$ cat src/rtl/csr_pkg.sv
// csr_pkg: CSR addresses, op encoding, mstatus/mie/mip bit positions, cause codes and the Zicsr write-combine helper
package csr_pkg;
  localparam logic [11:0] CSR_MSTATUS = 12'h300;
  localparam logic [11:0] CSR_MIE     = 12'h304;
  localparam logic [11:0] CSR_MTVEC   = 12'h305;
  localparam logic [11:0] CSR_MEPC    = 12'h341;
  localparam logic [11:0] CSR_MCAUSE  = 12'h342;
  localparam logic [11:0] CSR_MIP     = 12'h344;
  localparam logic [11:0] CSR_MCYCLE  = 12'hB00;
  localparam logic [11:0] CSR_MCYCLEH = 12'hB80;
  typedef enum logic [1:0] {CSR_NONE = 2'b00, CSR_RW = 2'b01, CSR_RS = 2'b10, CSR_RC = 2'b11} csr_op_e;
  localparam int MSTATUS_MIE  = 3;
  localparam int MSTATUS_MPIE = 7;
  localparam int MIE_MTIE     = 7;
  localparam int MIE_MEIE     = 11;
  localparam int MIP_MTIP     = 7;
  localparam int MIP_MEIP     = 11;
  localparam logic [31:0] MSTATUS_MASK = (32'd1 << MSTATUS_MIE) | (32'd1 << MSTATUS_MPIE);
  localparam logic [31:0] MIE_MASK     = (32'd1 << MIE_MTIE) | (32'd1 << MIE_MEIE);
  localparam logic [31:0] ALIGN_MASK   = 32'hFFFF_FFFC;
  localparam logic [31:0] CAUSE_MTI    = 32'h8000_0007;
  localparam logic [31:0] CAUSE_MEI    = 32'h8000_000B;
  function automatic logic [31:0] csr_apply(input csr_op_e op, input logic [31:0] old_v, input logic [31:0] wdata);
    return op == CSR_RW ? wdata : op == CSR_RS ? (old_v | wdata) : op == CSR_RC ? (old_v & ~wdata) : old_v;
  endfunction
endpackage

$ cat src/rtl/csr_regfile_cycle_counter64.sv
// cycle_counter64: free-running 64-bit counter; ports clk/rst, lo/hi write enables+data, count_o; a low write suppresses the increment and its carry, a high write drops the low-half carry
module cycle_counter64 (
  input  logic        clk,
  input  logic        rst,
  input  logic        lo_we_i,
  input  logic        hi_we_i,
  input  logic [31:0] lo_wdata_i,
  input  logic [31:0] hi_wdata_i,
  output logic [63:0] count_o
);
  logic [31:0] lo_q, lo_d, hi_q, hi_d;
  logic [32:0] lo_inc;
  assign lo_inc = {1'b0, lo_q} + 33'd1;
  always_comb begin
    lo_d = lo_we_i ? lo_wdata_i : lo_inc[31:0];
    hi_d = hi_we_i ? hi_wdata_i : hi_q + {31'd0, lo_inc[32] & ~lo_we_i};
  end
  always_ff @(posedge clk) begin
    if (rst) begin
      lo_q <= '0;
      hi_q <= '0;
    end else begin
      lo_q <= lo_d;
      hi_q <= hi_d;
    end
  end
  assign count_o = {hi_q, lo_q};
endmodule

$ cat src/rtl/csr_regfile.sv
// csr_regfile: M-mode CSR file; in: clk, rst, pc, csr_addr/wdata/op, is_mret, timer_intr, ext_intr; out: csr_rdata (old value), epc_taken/epc (trap or mret redirect)
module csr_regfile
  import csr_pkg::*;
#(
  parameter logic [31:0] MTVEC_RESET = 32'h0000_0000
) (
  input  logic        clk,
  input  logic        rst,
  input  logic [31:0] pc,
  input  logic [11:0] csr_addr,
  input  logic [31:0] csr_wdata,
  input  logic [1:0]  csr_op,
  input  logic        is_mret,
  input  logic        timer_intr,
  input  logic        ext_intr,
  output logic [31:0] csr_rdata,
  output logic        epc_taken,
  output logic [31:0] epc
);
  logic [31:0] mstatus_q, mstatus_d, mie_q, mie_d, mtvec_q, mtvec_d;
  logic [31:0] mepc_q, mepc_d, mcause_q, mcause_d, mip_q, mip_d;
  logic [63:0] cycle;
  logic [31:0] wval;
  logic        intr_pend, ext_pend, trap, wr_en;
  csr_op_e     op;
  assign op        = csr_op_e'(csr_op);
  assign intr_pend = mstatus_q[MSTATUS_MIE] & |(mie_q & mip_q);
  assign ext_pend  = mie_q[MIE_MEIE] & mip_q[MIP_MEIP];
  assign trap      = intr_pend & ~is_mret;
  assign epc_taken = ~rst & (trap | is_mret);
  assign epc       = (~rst & is_mret) ? mepc_q : mtvec_q;
  // the trapped instruction is flushed, so its CSR write must not land
  assign wr_en     = (op != CSR_NONE) & ~trap;
  assign wval      = csr_apply(op, csr_rdata, csr_wdata);
  always_comb begin
    case (csr_addr)
      CSR_MSTATUS: csr_rdata = mstatus_q;
      CSR_MIE:     csr_rdata = mie_q;
      CSR_MTVEC:   csr_rdata = mtvec_q;
      CSR_MEPC:    csr_rdata = mepc_q;
      CSR_MCAUSE:  csr_rdata = mcause_q;
      CSR_MIP:     csr_rdata = mip_q;
      CSR_MCYCLE:  csr_rdata = cycle[31:0];
      CSR_MCYCLEH: csr_rdata = cycle[63:32];
      default:     csr_rdata = '0;
    endcase
  end
  always_comb begin
    mstatus_d = (wr_en && csr_addr == CSR_MSTATUS) ? (wval & MSTATUS_MASK) : mstatus_q;
    if (trap) begin
      mstatus_d[MSTATUS_MPIE] = mstatus_q[MSTATUS_MIE];
      mstatus_d[MSTATUS_MIE]  = 1'b0;
    end else if (is_mret) begin
      mstatus_d[MSTATUS_MIE]  = mstatus_q[MSTATUS_MPIE];
      mstatus_d[MSTATUS_MPIE] = 1'b1;
    end
    mie_d    = (wr_en && csr_addr == CSR_MIE) ? (wval & MIE_MASK) : mie_q;
    mtvec_d  = (wr_en && csr_addr == CSR_MTVEC) ? (wval & ALIGN_MASK) : mtvec_q;
    mepc_d   = trap ? (pc & ALIGN_MASK) : (wr_en && csr_addr == CSR_MEPC) ? (wval & ALIGN_MASK) : mepc_q;
    mcause_d = trap ? (ext_pend ? CAUSE_MEI : CAUSE_MTI) : (wr_en && csr_addr == CSR_MCAUSE) ? wval : mcause_q;
    mip_d            = '0;
    mip_d[MIP_MTIP]  = timer_intr;
    mip_d[MIP_MEIP]  = ext_intr;
  end
  always_ff @(posedge clk) begin
    if (rst) begin
      mstatus_q <= '0;
      mie_q     <= '0;
      mtvec_q   <= MTVEC_RESET;
      mepc_q    <= '0;
      mcause_q  <= '0;
      mip_q     <= '0;
    end else begin
      mstatus_q <= mstatus_d;
      mie_q     <= mie_d;
      mtvec_q   <= mtvec_d;
      mepc_q    <= mepc_d;
      mcause_q  <= mcause_d;
      mip_q     <= mip_d;
    end
  end
  cycle_counter64 u_cycle (
    .clk        (clk),
    .rst        (rst),
    .lo_we_i    (wr_en && csr_addr == CSR_MCYCLE),
    .hi_we_i    (wr_en && csr_addr == CSR_MCYCLEH),
    .lo_wdata_i (wval),
    .hi_wdata_i (wval),
    .count_o    (cycle)
  );
endmodule

$ cat config.mk
export PLATFORM = sky130hd
export DESIGN_NAME = csr_regfile
export DESIGN_NICKNAME = d
export VERILOG_FILES = /design/src/rtl/csr_pkg.sv /design/src/rtl/csr_regfile_cycle_counter64.sv /design/src/rtl/csr_regfile.sv
export SDC_FILE = /design/constraint.sdc
export NUM_CORES = 1
export LEC_CHECK = 0
export CORE_ASPECT_RATIO = 1.5
export CORE_MARGIN = 5
export CORE_UTILIZATION = 40
export CTS_CLUSTER_DIAMETER = 50
export DETAILED_ROUTE_END_ITERATION = 8
export PLACE_DENSITY = 0.66
export REMOVE_ABC_BUFFERS = 1
export SETUP_SLACK_MARGIN = 0.3
export SLEW_MARGIN = 25
export SYNTH_ARGS = -nofsm -noshare
export SYNTH_HDL_FRONTEND = slang
export SYNTH_HIERARCHICAL = 1
export SYNTH_SLANG_ARGS = --single-unit
$ cat constraint.sdc
create_clock -name clk -period 7.1 [get_ports clk]
set_clock_uncertainty 0.15 [all_clocks]
set_input_delay 1.775 -clock clk [delete_from_list [all_inputs] [get_ports clk]]
set_output_delay 1.775 -clock clk [all_outputs]
set_load 0.1 [all_outputs]
==> results.ini <==
[place]
io_buffers = 143
gp_congestion = 0.932
dp_hpwl_mm = 32.0
place_inst = 1889
dp_slack_ps = 821

[power]
power_density_nw_per_um2 = 149
clkPwrFrac = 0.459
power_leakage_nw = 4.92
swShare = 0.270
p_sw_w = 0.000578
combPwrFrac = 0.114
peakVddDrop_uv = 151
p_int_w = 0.00156
seqPwrFrac = 0.427
finalPower_w = 0.00214

[cts]
cts_buffers = 17
cts_buffer_depth = 2
holdBufCountCts = 0
cts_num_sinks = 162
cts-root-buf = clkbuf_16
clk_latency_ps = 440
cts-htree-levels = 4
path_clk_slew_ps = 70
postCtsSetupRepairBufs = 0
cts_tree = yes
cts_resized = 0

[die]
core_sq_um = 28100
die_h_um = 217
die-area_sq_um = 32100
io_pins = 148
num_rows = 75
start_util = 0.407
die_w_um = 148

[critical_path]
max_stage_delay_ps = 690
crit_path_end_kind = primary output
critPathKind = in2out
crit_slowest_cell = clkdlybuf4s50_1
path_buf_inv = 4
crit_family = buffers and inverters
critPathMostFrequentCell = buf_4
crit_fanout = 16
crit_arrival_ps = 4370
cp_cell_sequence = clkdlybuf4s50_1 -> or3b_1 -> buf_4 -> nor4_2 -> buf_4 -> a221o_1 -> buf_12
cp.required_ps = 5180
cp-start-kind = input pin

[synthesis]
ys_types = 76
netlist.top_cell.by_area = dfxtp_1
ys_warn_count = 6
postSynthCellCount = 1480
synth_top_area_share = 0.284
synth_edf_count = 0
ys_async_sr_fraction = 0
ys_top_cells_by_area = dfxtp_1 28%, nand2_1 5.7%, mux2i_1 4.8%
netlist_area_sq_um = 11400
ys_seq_elements = 162
syn_avg_cell_area_sq_um = 7.71
ys_seq_area_frac = 0.284
synthFlopType = dfxtp_1

[grt]
grtUsageTotal = 0.279
use_met3 = 0.0370
gr-usage-met2 = 0.483
grt_pass1_wl_mm = 70.7
grt_pass1_vias = 12212
grt_most_used_layer = met2
gr-total-overflow = 0
met1_usage = 0.340
grt_max_degree = 64
antenna_found_initial = 4

[sta]
finalCriticalPeriod_ps = 6290
hold_ws_ps = 316
hold_viol = 0
rsz0062_at_grt = no
fin_crit_sh = 0.886
setup_viol = 0
slew_headroom = 0.302
fmax_mhz = 159
postLayoutSetupSlackWorst_ps = 808
fin_tns_setup_ps = 0
final-max-slew-violation-count = 0
worst_pin_slew_ps = 1050

[drt]
drc = 0
finalWirelength_mm = 46.0
routedWlPerCell_um = 23.9
drt-pass1-iter-count = 6
via_count = 12523
vias_per_cell = 6.51
drtIter0Drc = 1336
ant_nets = 0

[cells_and_area]
num-nets-final = 1648
syn_to_final_growth_pct = 26.1
final_cells = 1925
final_common_cell = nand2_1
layout-drive-gt1-share = 0.124
final_cell_mix = 174 x nand2_1, 162 x dfxtp_1, 110 x o21ai_0
fill_cells = 2620

[run]
cap_violations = 0

[worst_hold_path]
hp-class = reg2reg

[outcome]
outcome = completed

worst register-to-register path, delay by kind of cell, from the launching register on:
family	cells	cell delay [ps]
compound gates	1	330
flops	1	480
simple gates	7	2630
fa+ha+maj	2	510
cells in the mapped netlist, drive strengths merged, types with 7 or more instances:
master and n:
nor2b 8, nand3 46, mux2 32, nand3b 53, inv 44, and3 15
a211oi 27, a221o 51, clkbuf 106, nor3 72, a311oi 21, nand2 174
or3 19, o221ai 26, or4 18, o31ai 14, nand4 25, mux2i 55
a21oi 14, a2111oi 33, and2 35, xor2 10, nor2 95, and4 7
dfxtp 162, o21ai 127, buf 24, xnor2 42, nor4 32
registers in the layout, summed over array words and instances (netlist names):
register and cells:
mcause_q 32, u_cycle/hi_q 32, u_cycle/lo_q 32, mepc_q 30, mtvec_q 30, mie_q 2
mip_q 2, mstatus_q 2
power by group through the flow:
| stage | sequential [W] | clock, W | combinational [W] |
|---|---|---|---|
| floorplan | 0.000935 | 0 | 0.0000992 |
| global placement | 0.000936 | 0 | 0.000235 |
| global route | 0.000915 | 0.00103 | 0.000256 |
| finish | 0.000915 | 0.000984 | 0.000244 |
| CTS | 0.000915 | 0.000994 | 0.000239 |
| detailed placement | 0.000936 | 0 | 0.000238 |
final cells by class:
type / count / area, sq um / share of cell area
Sequential cell: 162 / 3240 / 0.226
Timing Repair Buffer: 192 / 2400 / 0.167
Clock inverter: 14 / 180 / 0.0125
Multi-Input combinational cell: 1142 / 7500 / 0.522
Tap cell: 346 / 433 / 0.0301
Antenna cell: 4 / 10.0 / 0.000696
Inverter: 47 / 176 / 0.0123
Clock buffer: 18 / 429 / 0.0298
metal layers:
metal	part of all wire	up-vias	routed length (um)
met1	0.40	6023	18200
li1	-	5757	-
met4	0.045	0	2060
met2	0.50	613	22900
met5	0	-	0
met3	0.062	130	2830
metrics by stage:
step                      cell area [sq um]   util
after global routing                  14400  0.512
after detailed placement              13800  0.490
after floorplan                       10900      -
after CTS                             14400  0.512
after global placement                13800  0.490
final                                 14400  0.512
final timing paths:
kind,from,end,slack (ps),cells past startpoint
worst min-delay path,mcause_q[11]$_SDFFE_PP0P_,mcause_q[11]$_SDFFE_PP0P_,320,2
worst max-delay path,csr_addr[6],csr_rdata[28],810,7
worst max register to register,u_cycle/lo_q[7]$_SDFF_PP0_,u_cycle/hi_q[22]$_SDFF_PP0_,2910,10
worst min register to register,mcause_q[11]$_SDFFE_PP0P_,mcause_q[11]$_SDFFE_PP0P_,320,2
cells by family after synthesis:
kind of cell	share of synthesized area
other	0.000329
AOI/OAI and AO/OA	0.242
adders and majority gates	0.00329
and+or+nand+nor	0.289
DFF	0.284
buffers and inverters	0.0610
muxes	0.0799
xor gates and xnor gates	0.0399
(Power assumes the default switching activity.)
